$ cat src/rtl/adrv9001_tx_framer.sv
// ADRV9001 TX SSI framer: buffers {I,Q} samples in a FIFO and serializes
// them as 8-bit serdes words with a strobe, inside a TDD-counted window.
//
// Ports:
//   s_axis_aclk / s_axis_rstn   clock, async active-low reset
//   s_axis_tdata/tvalid/tready  AXI-stream sample input {I[15:0],Q[15:0]}
//   tdd_en                      TDD frame enable (synchronous)
//   enable_cnt / disable_cnt    SSI window bounds on the frame counter
//   i_data / q_data / strobe    serdes words, MSB transmitted first
//   enable / active             TX front-end enable, SSI window open
//   underflow / underflow_cnt   sticky flag, saturating underflow count

module adrv9001_tx_framer #(
  parameter int FIFO_DEPTH = 4
) (
  input  logic        s_axis_aclk,
  input  logic        s_axis_rstn,
  input  logic [31:0] s_axis_tdata,
  input  logic        s_axis_tvalid,
  output logic        s_axis_tready,
  input  logic        tdd_en,
  input  logic [31:0] enable_cnt,
  input  logic [31:0] disable_cnt,
  output logic [7:0]  i_data,
  output logic [7:0]  q_data,
  output logic [7:0]  strobe,
  output logic        enable,
  output logic        active,
  output logic        underflow,
  output logic [15:0] underflow_cnt
);

  localparam int AW = (FIFO_DEPTH > 1) ? $clog2(FIFO_DEPTH) : 1;
  localparam int CW = AW + 1;
  localparam logic [CW-1:0] DEPTH_C = CW'(FIFO_DEPTH);

  typedef enum logic [1:0] {
    ST_IDLE = 2'd0,
    ST_HI   = 2'd1,
    ST_LO   = 2'd2
  } state_t;

  state_t state_q, state_d;

  logic [31:0]   cnt_q, cnt_d;
  logic          enable_q, enable_d;
  logic          active_q, active_d;

  logic [31:0]   mem_q [FIFO_DEPTH];
  logic [AW-1:0] wr_q, wr_d;
  logic [AW-1:0] rd_q, rd_d;
  logic [CW-1:0] fill_q, fill_d;

  logic [31:0]   hold_q, hold_d;
  logic [31:0]   sample_d;
  logic [7:0]    i_data_q, i_data_d;
  logic [7:0]    q_data_q, q_data_d;
  logic [7:0]    strobe_q, strobe_d;
  logic          uf_q, uf_d;
  logic [15:0]   uf_cnt_q, uf_cnt_d;

  logic          tready;
  logic          push;
  logic          pop;
  logic          uf_evt;
  logic          enter_hi;
  logic          nempty;

  // Frame counter and window flags

  always_comb begin
    if (!tdd_en) begin
      cnt_d = '0;
    end else if (&cnt_q) begin
      cnt_d = cnt_q;
    end else begin
      cnt_d = cnt_q + 32'd1;
    end
  end

  assign enable_d = (cnt_q != '0) && (cnt_q <= disable_cnt);
  assign active_d = (cnt_q > enable_cnt) && (cnt_q <= disable_cnt);

  always_ff @(posedge s_axis_aclk or negedge s_axis_rstn) begin
    if (!s_axis_rstn) begin
      cnt_q    <= '0;
      enable_q <= 1'b0;
      active_q <= 1'b0;
    end else begin
      cnt_q    <= cnt_d;
      enable_q <= enable_d;
      active_q <= active_d;
    end
  end

  // Sample FIFO

  assign tready   = (fill_q < DEPTH_C);
  assign push     = s_axis_tvalid && tready;
  assign nempty   = (fill_q != '0);
  assign enter_hi = (state_d == ST_HI);
  assign pop      = enter_hi && nempty;
  assign uf_evt   = enter_hi && !nempty;

  // The pop reads the registered head, so a same-edge push is never seen.
  assign sample_d = pop ? mem_q[rd_q] : 32'h0;

  assign wr_d = push ? wr_q + AW'(1) : wr_q;
  assign rd_d = pop  ? rd_q + AW'(1) : rd_q;

  always_comb begin
    fill_d = fill_q;
    unique case ({push, pop})
      2'b10:   fill_d = fill_q + CW'(1);
      2'b01:   fill_d = fill_q - CW'(1);
      default: fill_d = fill_q;
    endcase
  end

  always_ff @(posedge s_axis_aclk) begin
    if (push) begin
      mem_q[wr_q] <= s_axis_tdata;
    end
  end

  always_ff @(posedge s_axis_aclk or negedge s_axis_rstn) begin
    if (!s_axis_rstn) begin
      wr_q   <= '0;
      rd_q   <= '0;
      fill_q <= '0;
    end else begin
      wr_q   <= wr_d;
      rd_q   <= rd_d;
      fill_q <= fill_d;
    end
  end

  // Serializer FSM: state register

  always_ff @(posedge s_axis_aclk or negedge s_axis_rstn) begin
    if (!s_axis_rstn) begin
      state_q <= ST_IDLE;
    end else begin
      state_q <= state_d;
    end
  end

  // Serializer FSM: next state. HI always completes through LO.

  always_comb begin
    state_d = state_q;
    unique case (state_q)
      ST_IDLE: state_d = active_q ? ST_HI : ST_IDLE;
      ST_HI:   state_d = ST_LO;
      ST_LO:   state_d = active_q ? ST_HI : ST_IDLE;
      default: state_d = ST_IDLE;
    endcase
  end

  // Serializer FSM: outputs for the state being entered

  always_comb begin
    i_data_d = 8'h00;
    q_data_d = 8'h00;
    strobe_d = 8'h00;
    hold_d   = hold_q;
    unique case (state_d)
      ST_HI: begin
        hold_d   = sample_d;
        i_data_d = sample_d[31:24];
        q_data_d = sample_d[15:8];
        strobe_d = 8'h80;
      end
      ST_LO: begin
        i_data_d = hold_q[23:16];
        q_data_d = hold_q[7:0];
        strobe_d = 8'h00;
      end
      default: begin
        i_data_d = 8'h00;
        q_data_d = 8'h00;
        strobe_d = 8'h00;
      end
    endcase
  end

  // Underflow tracking; a frame stop clears even a same-edge event.

  always_comb begin
    uf_d     = uf_q;
    uf_cnt_d = uf_cnt_q;
    if (!tdd_en) begin
      uf_d     = 1'b0;
      uf_cnt_d = '0;
    end else if (uf_evt) begin
      uf_d = 1'b1;
      if (uf_cnt_q != 16'hFFFF) begin
        uf_cnt_d = uf_cnt_q + 16'd1;
      end
    end
  end

  always_ff @(posedge s_axis_aclk or negedge s_axis_rstn) begin
    if (!s_axis_rstn) begin
      hold_q   <= '0;
      i_data_q <= '0;
      q_data_q <= '0;
      strobe_q <= '0;
      uf_q     <= 1'b0;
      uf_cnt_q <= '0;
    end else begin
      hold_q   <= hold_d;
      i_data_q <= i_data_d;
      q_data_q <= q_data_d;
      strobe_q <= strobe_d;
      uf_q     <= uf_d;
      uf_cnt_q <= uf_cnt_d;
    end
  end

  assign s_axis_tready = tready;
  assign i_data        = i_data_q;
  assign q_data        = q_data_q;
  assign strobe        = strobe_q;
  assign enable        = enable_q;
  assign active        = active_q;
  assign underflow     = uf_q;
  assign underflow_cnt = uf_cnt_q;

endmodule

$ cat config.mk
export PLATFORM = sky130hd
export DESIGN_NAME = adrv9001_tx_framer
export DESIGN_NICKNAME = d
export VERILOG_FILES = /design/src/rtl/adrv9001_tx_framer.sv
export SDC_FILE = /design/constraint.sdc
export NUM_CORES = 1
export LEC_CHECK = 0
export BUFFER_PORTS_ARGS = -buffer_cell sky130_fd_sc_hd__buf_4
export CORE_UTILIZATION = 36
export DETAILED_ROUTE_END_ITERATION = 8
export RECOVER_POWER = 25
export SLEW_MARGIN = 10
export SYNTH_ARGS = -nofsm -noshare
export SYNTH_HDL_FRONTEND = slang
export SYNTH_SLANG_ARGS = --single-unit
$ cat constraint.sdc
create_clock -name s_axis_aclk -period 6.25 [get_ports s_axis_aclk]
set_input_delay 0.3125 -clock s_axis_aclk [delete_from_list [all_inputs] [get_ports s_axis_aclk]]
set_output_delay 0.3125 -clock s_axis_aclk [all_outputs]
set_load 0.01 [all_outputs]
==> summary.txt <==
Critical path
  – CP endpoint kind: flop
  – Setup CP Type: flop to flop
  – Slowest Stage Delay on Critical Path: 0.57 ns
  – Worst path top cell family by delay: simple AND/OR/NAND/NOR gates
  – Worst-path cell chain: nand2b_1 -> nor2_2 -> buf_4 -> ha_1 -> inv_1 -> fa_1 -> xor2_1 -> nor2_1 -> xnor2_1
  – Crit path launch type: flop
  – CP max FO: 35
  – Buffers & Inverters on Critical Path: 2
  – Worst EP required: 6.69 ns
  – Slowest CP cell: nand2b_1
  – CP Data Arrival Time: 3.20 ns

Placed design
  – Number of cells after detailed placement: 1,291
  – Hpwl dp: 15,500 microns
  – Port bufs: 136
  – Pre-CTS setup slack: 3.52 ns
  – Placed inst area: 0.0119 sq mm
  – GPL Wtd Cong: 0.812

Clock tree
  – Clock buffer count from CTS: 24
  – Worst-Skew Late Latency: 0.52 ns
  – # H-tree levels: 1
  – Clk buf depth: 3
  – CTS Sinks: 220
  – Setup bufs post-CTS: 0
  – CTS Hold Bufs: 33
  – CTS tree: yes
  – CTS clk-pin slew, worst paths: 0.06 ns
  – Clk root buf: clkbuf_16
  – # resized after CTS: 0

Global route
  – First-pass GRT wire length: 36,400 microns
  – Vias in the first global route: 6,870
  – Initial antenna violation count: 0
  – Most Used Layer, Global Route: met2
  – Met1 Track Usage GR: 21.0%
  – Tot GR Track Use: 15.9%
  – Met2 usage: 27.5%
  – Total grt overflow: 0
  – Largest net degree at the start of global routing: 49
  – Met3 Resource Use GR: 2.31%

Power
  – Clock network power share: 37.4%
  – Logic pwr share: 13.6%
  – Pleak: 5.49 nW
  – PD cells: 280 mW/mm^2
  – Pint: 2.73 mW
  – Switching Power: 875 uW
  – Peak supply drop: 256 uV
  – Final Power: 3.61 mW
  – Sw Ratio: 24.3%
  – Flop pwr share: 49.0%

Synth
  – Post-synth top area share: 36.8%
  – Post-synth EDFFs: 128
  – Unique masters post-synth: 52
  – Synthesized area: 0.0104 sq mm
  – Cells after synthesis: 792
  – Post-synth ARST share: 41.8%
  – Yosys top cell by area: edfxtp_1
  – Main synth FF type: edfxtp_1
  – Syn. warnings: 0
  – Flops & latches, synth: 220
  – Synth Area per Inst: 13.2 sq um
  – Synth top area cells: edfxtp_1 (37%), dfrtp_1 (22%), ha_1 (8.6%), mux4_2 (6.9%), inv_1 (2.7%)
  – Proportion of synthesized chip area in sequential cells: 58.9%

Layout
  – Share of layout cells above drive strength 1: 20.1%
  – Layout area overhead: 23.3%
  – Fin cells: 1,368
  – Antenna diodes: 0
  – Commonest non-fill, non-tap cells in the layout: edfxtp_1 (128), buf_4 (115), dfrtp_1 (90)
  – Finished Cell Area: 0.0129 sq mm
  – Fin nets: 1,145
  – Most common cell after layout, fill and taps aside: edfxtp_1
  – Util after Layout: 45.7%

STA
  – Fmax: 363 MHz
  – RSZ-0062 raised after global routing: no
  – Worst Setup Slack, final: 3.49 ns
  – Fin crit share: 44.1%
  – Final hold vios: 0
  – Slew HR: 25.2%
  – Setup-failing EPs final: 0
  – Setup TNS: 0 ns
  – Fin Hold WS: 0.0851 ns
  – Max-slew violations: 0
  – Final Skew: 0.0113 ns
  – Clock period minus worst slack: 2.76 ns
  – Tightest Pin Transition: 1.12 ns

Floorplan
  – Core footprint: 0.0282 sq mm
  – Die height: 172 microns
  – Starting density of the core: 37.1%
  – Io pins: 144
  – Die width: 172 microns
  – Die ar.: 0.0297 sq mm
  – Num rows: 61

Outcome
  – Status: complete, no violations

Drt
  – Initial DRC Count: 282
  – Drt wl/cell: 16.8 microns
  – Final ANT Viol Nets: 0
  – WL final: 23,000 microns
  – Vias/cell: 4.90
  – Vias: 6,704
  – Pre-antenna DRT Iters: 4
  – # DRC: 0

Run
  – Max Cap Viol: 0

Worst hold path
  – Hold Path Class: primary input to flop
flip-flops by register name, summed over array words and instances (netlist names), 2 cells and up:
register       flops
hold_q            16
i_data             8
q_data             8
wr_q               2
mem_q            128
rd_q               2
cnt_q             32
underflow_cnt     16
fill_q             3
cell type report:
type / count / area, sq um
fill: 2583 / 15300
sequential: 220 / 6150
timing repair buffer: 178 / 1310
multi-input combinational: 471 / 3880
inverter: 77 / 289
clock buffer: 32 / 661
tap: 378 / 473
clock inverter: 12 / 113
path summary, 6_finish.rpt:
path / end / startpoint / slack [ns] / depth (start not counted)
worst max-delay path: fill_q[2]$_DFFE_PN0P_ / strobe[7]$_DFF_PN0_ / 3.49 / 9
worst min-delay path: cnt_q[30]$_DFFE_PN0P_ / tdd_en / 0.09 / 2
worst min register to register: underflow$_DFFE_PN0P_ / underflow$_DFFE_PN0P_ / 0.50 / 2
worst max register to register: fill_q[2]$_DFFE_PN0P_ / strobe[7]$_DFF_PN0_ / 3.49 / 9
min in group asynchronous: hold_q[16]$_DFFE_PN0P_ / s_axis_rstn / 0.39 / 2
max in group asynchronous: rd_q[1]$_DFFE_PN0P_ / s_axis_rstn / 4.71 / 3
layer usage:
metal,wire length (microns),part of all wire (%),vias up
li1,-,-,3255
met1,10500,46,3263
met2,11100,48,153
met3,909,3.9,33
met4,459,2.0,0
met5,0,0,-
cells in the mapped netlist (2+ instances only):
cell / instances
nand2b_1: 2
buf_4: 8
xnor2_1: 24
nand4_1: 24
a22o_1: 32
and3_1: 10
nand2_1: 42
and4_1: 6
a211oi_1: 2
mux4_2: 32
xor2_1: 24
clkbuf_1: 18
and4_2: 3
a21o_1: 4
and2_1: 9
edfxtp_1: 128
buf_2: 4
nand3_1: 23
o211ai_1: 2
inv_1: 76
nor2_1: 56
nor2b_1: 4
a31oi_1: 2
nor3_1: 9
ha_1: 72
a21oi_1: 32
dfrtp_1: 92
o21ai_0: 14
or3_1: 2
nor4b_1: 3
nor4_1: 11
and3_2: 2
power groups by stage:
stage	combinational (mW)	sequential [mW]	clock, mW
2_1_floorplan	0.332	1.77	0
3_3_place_gp	0.492	1.79	0
3_5_place_dp	0.500	1.80	0
4_1_cts	0.518	1.77	1.39
5_1_grt	0.551	1.78	1.45
6_report	0.491	1.77	1.35
cell families after synthesis:
kind of cell             synth area share [%]
flip-flops                               58.9
AND/OR/NAND/NOR                          10.6
buffers and inverters                    4.18
AO/OA/AOI/OAI                            6.42
adder cells (fa/ha/maj)                  8.82
XOR/XNOR                                 4.03
multiplexers                             7.00
other                                  0.0359
(Power assumes the default switching activity.)
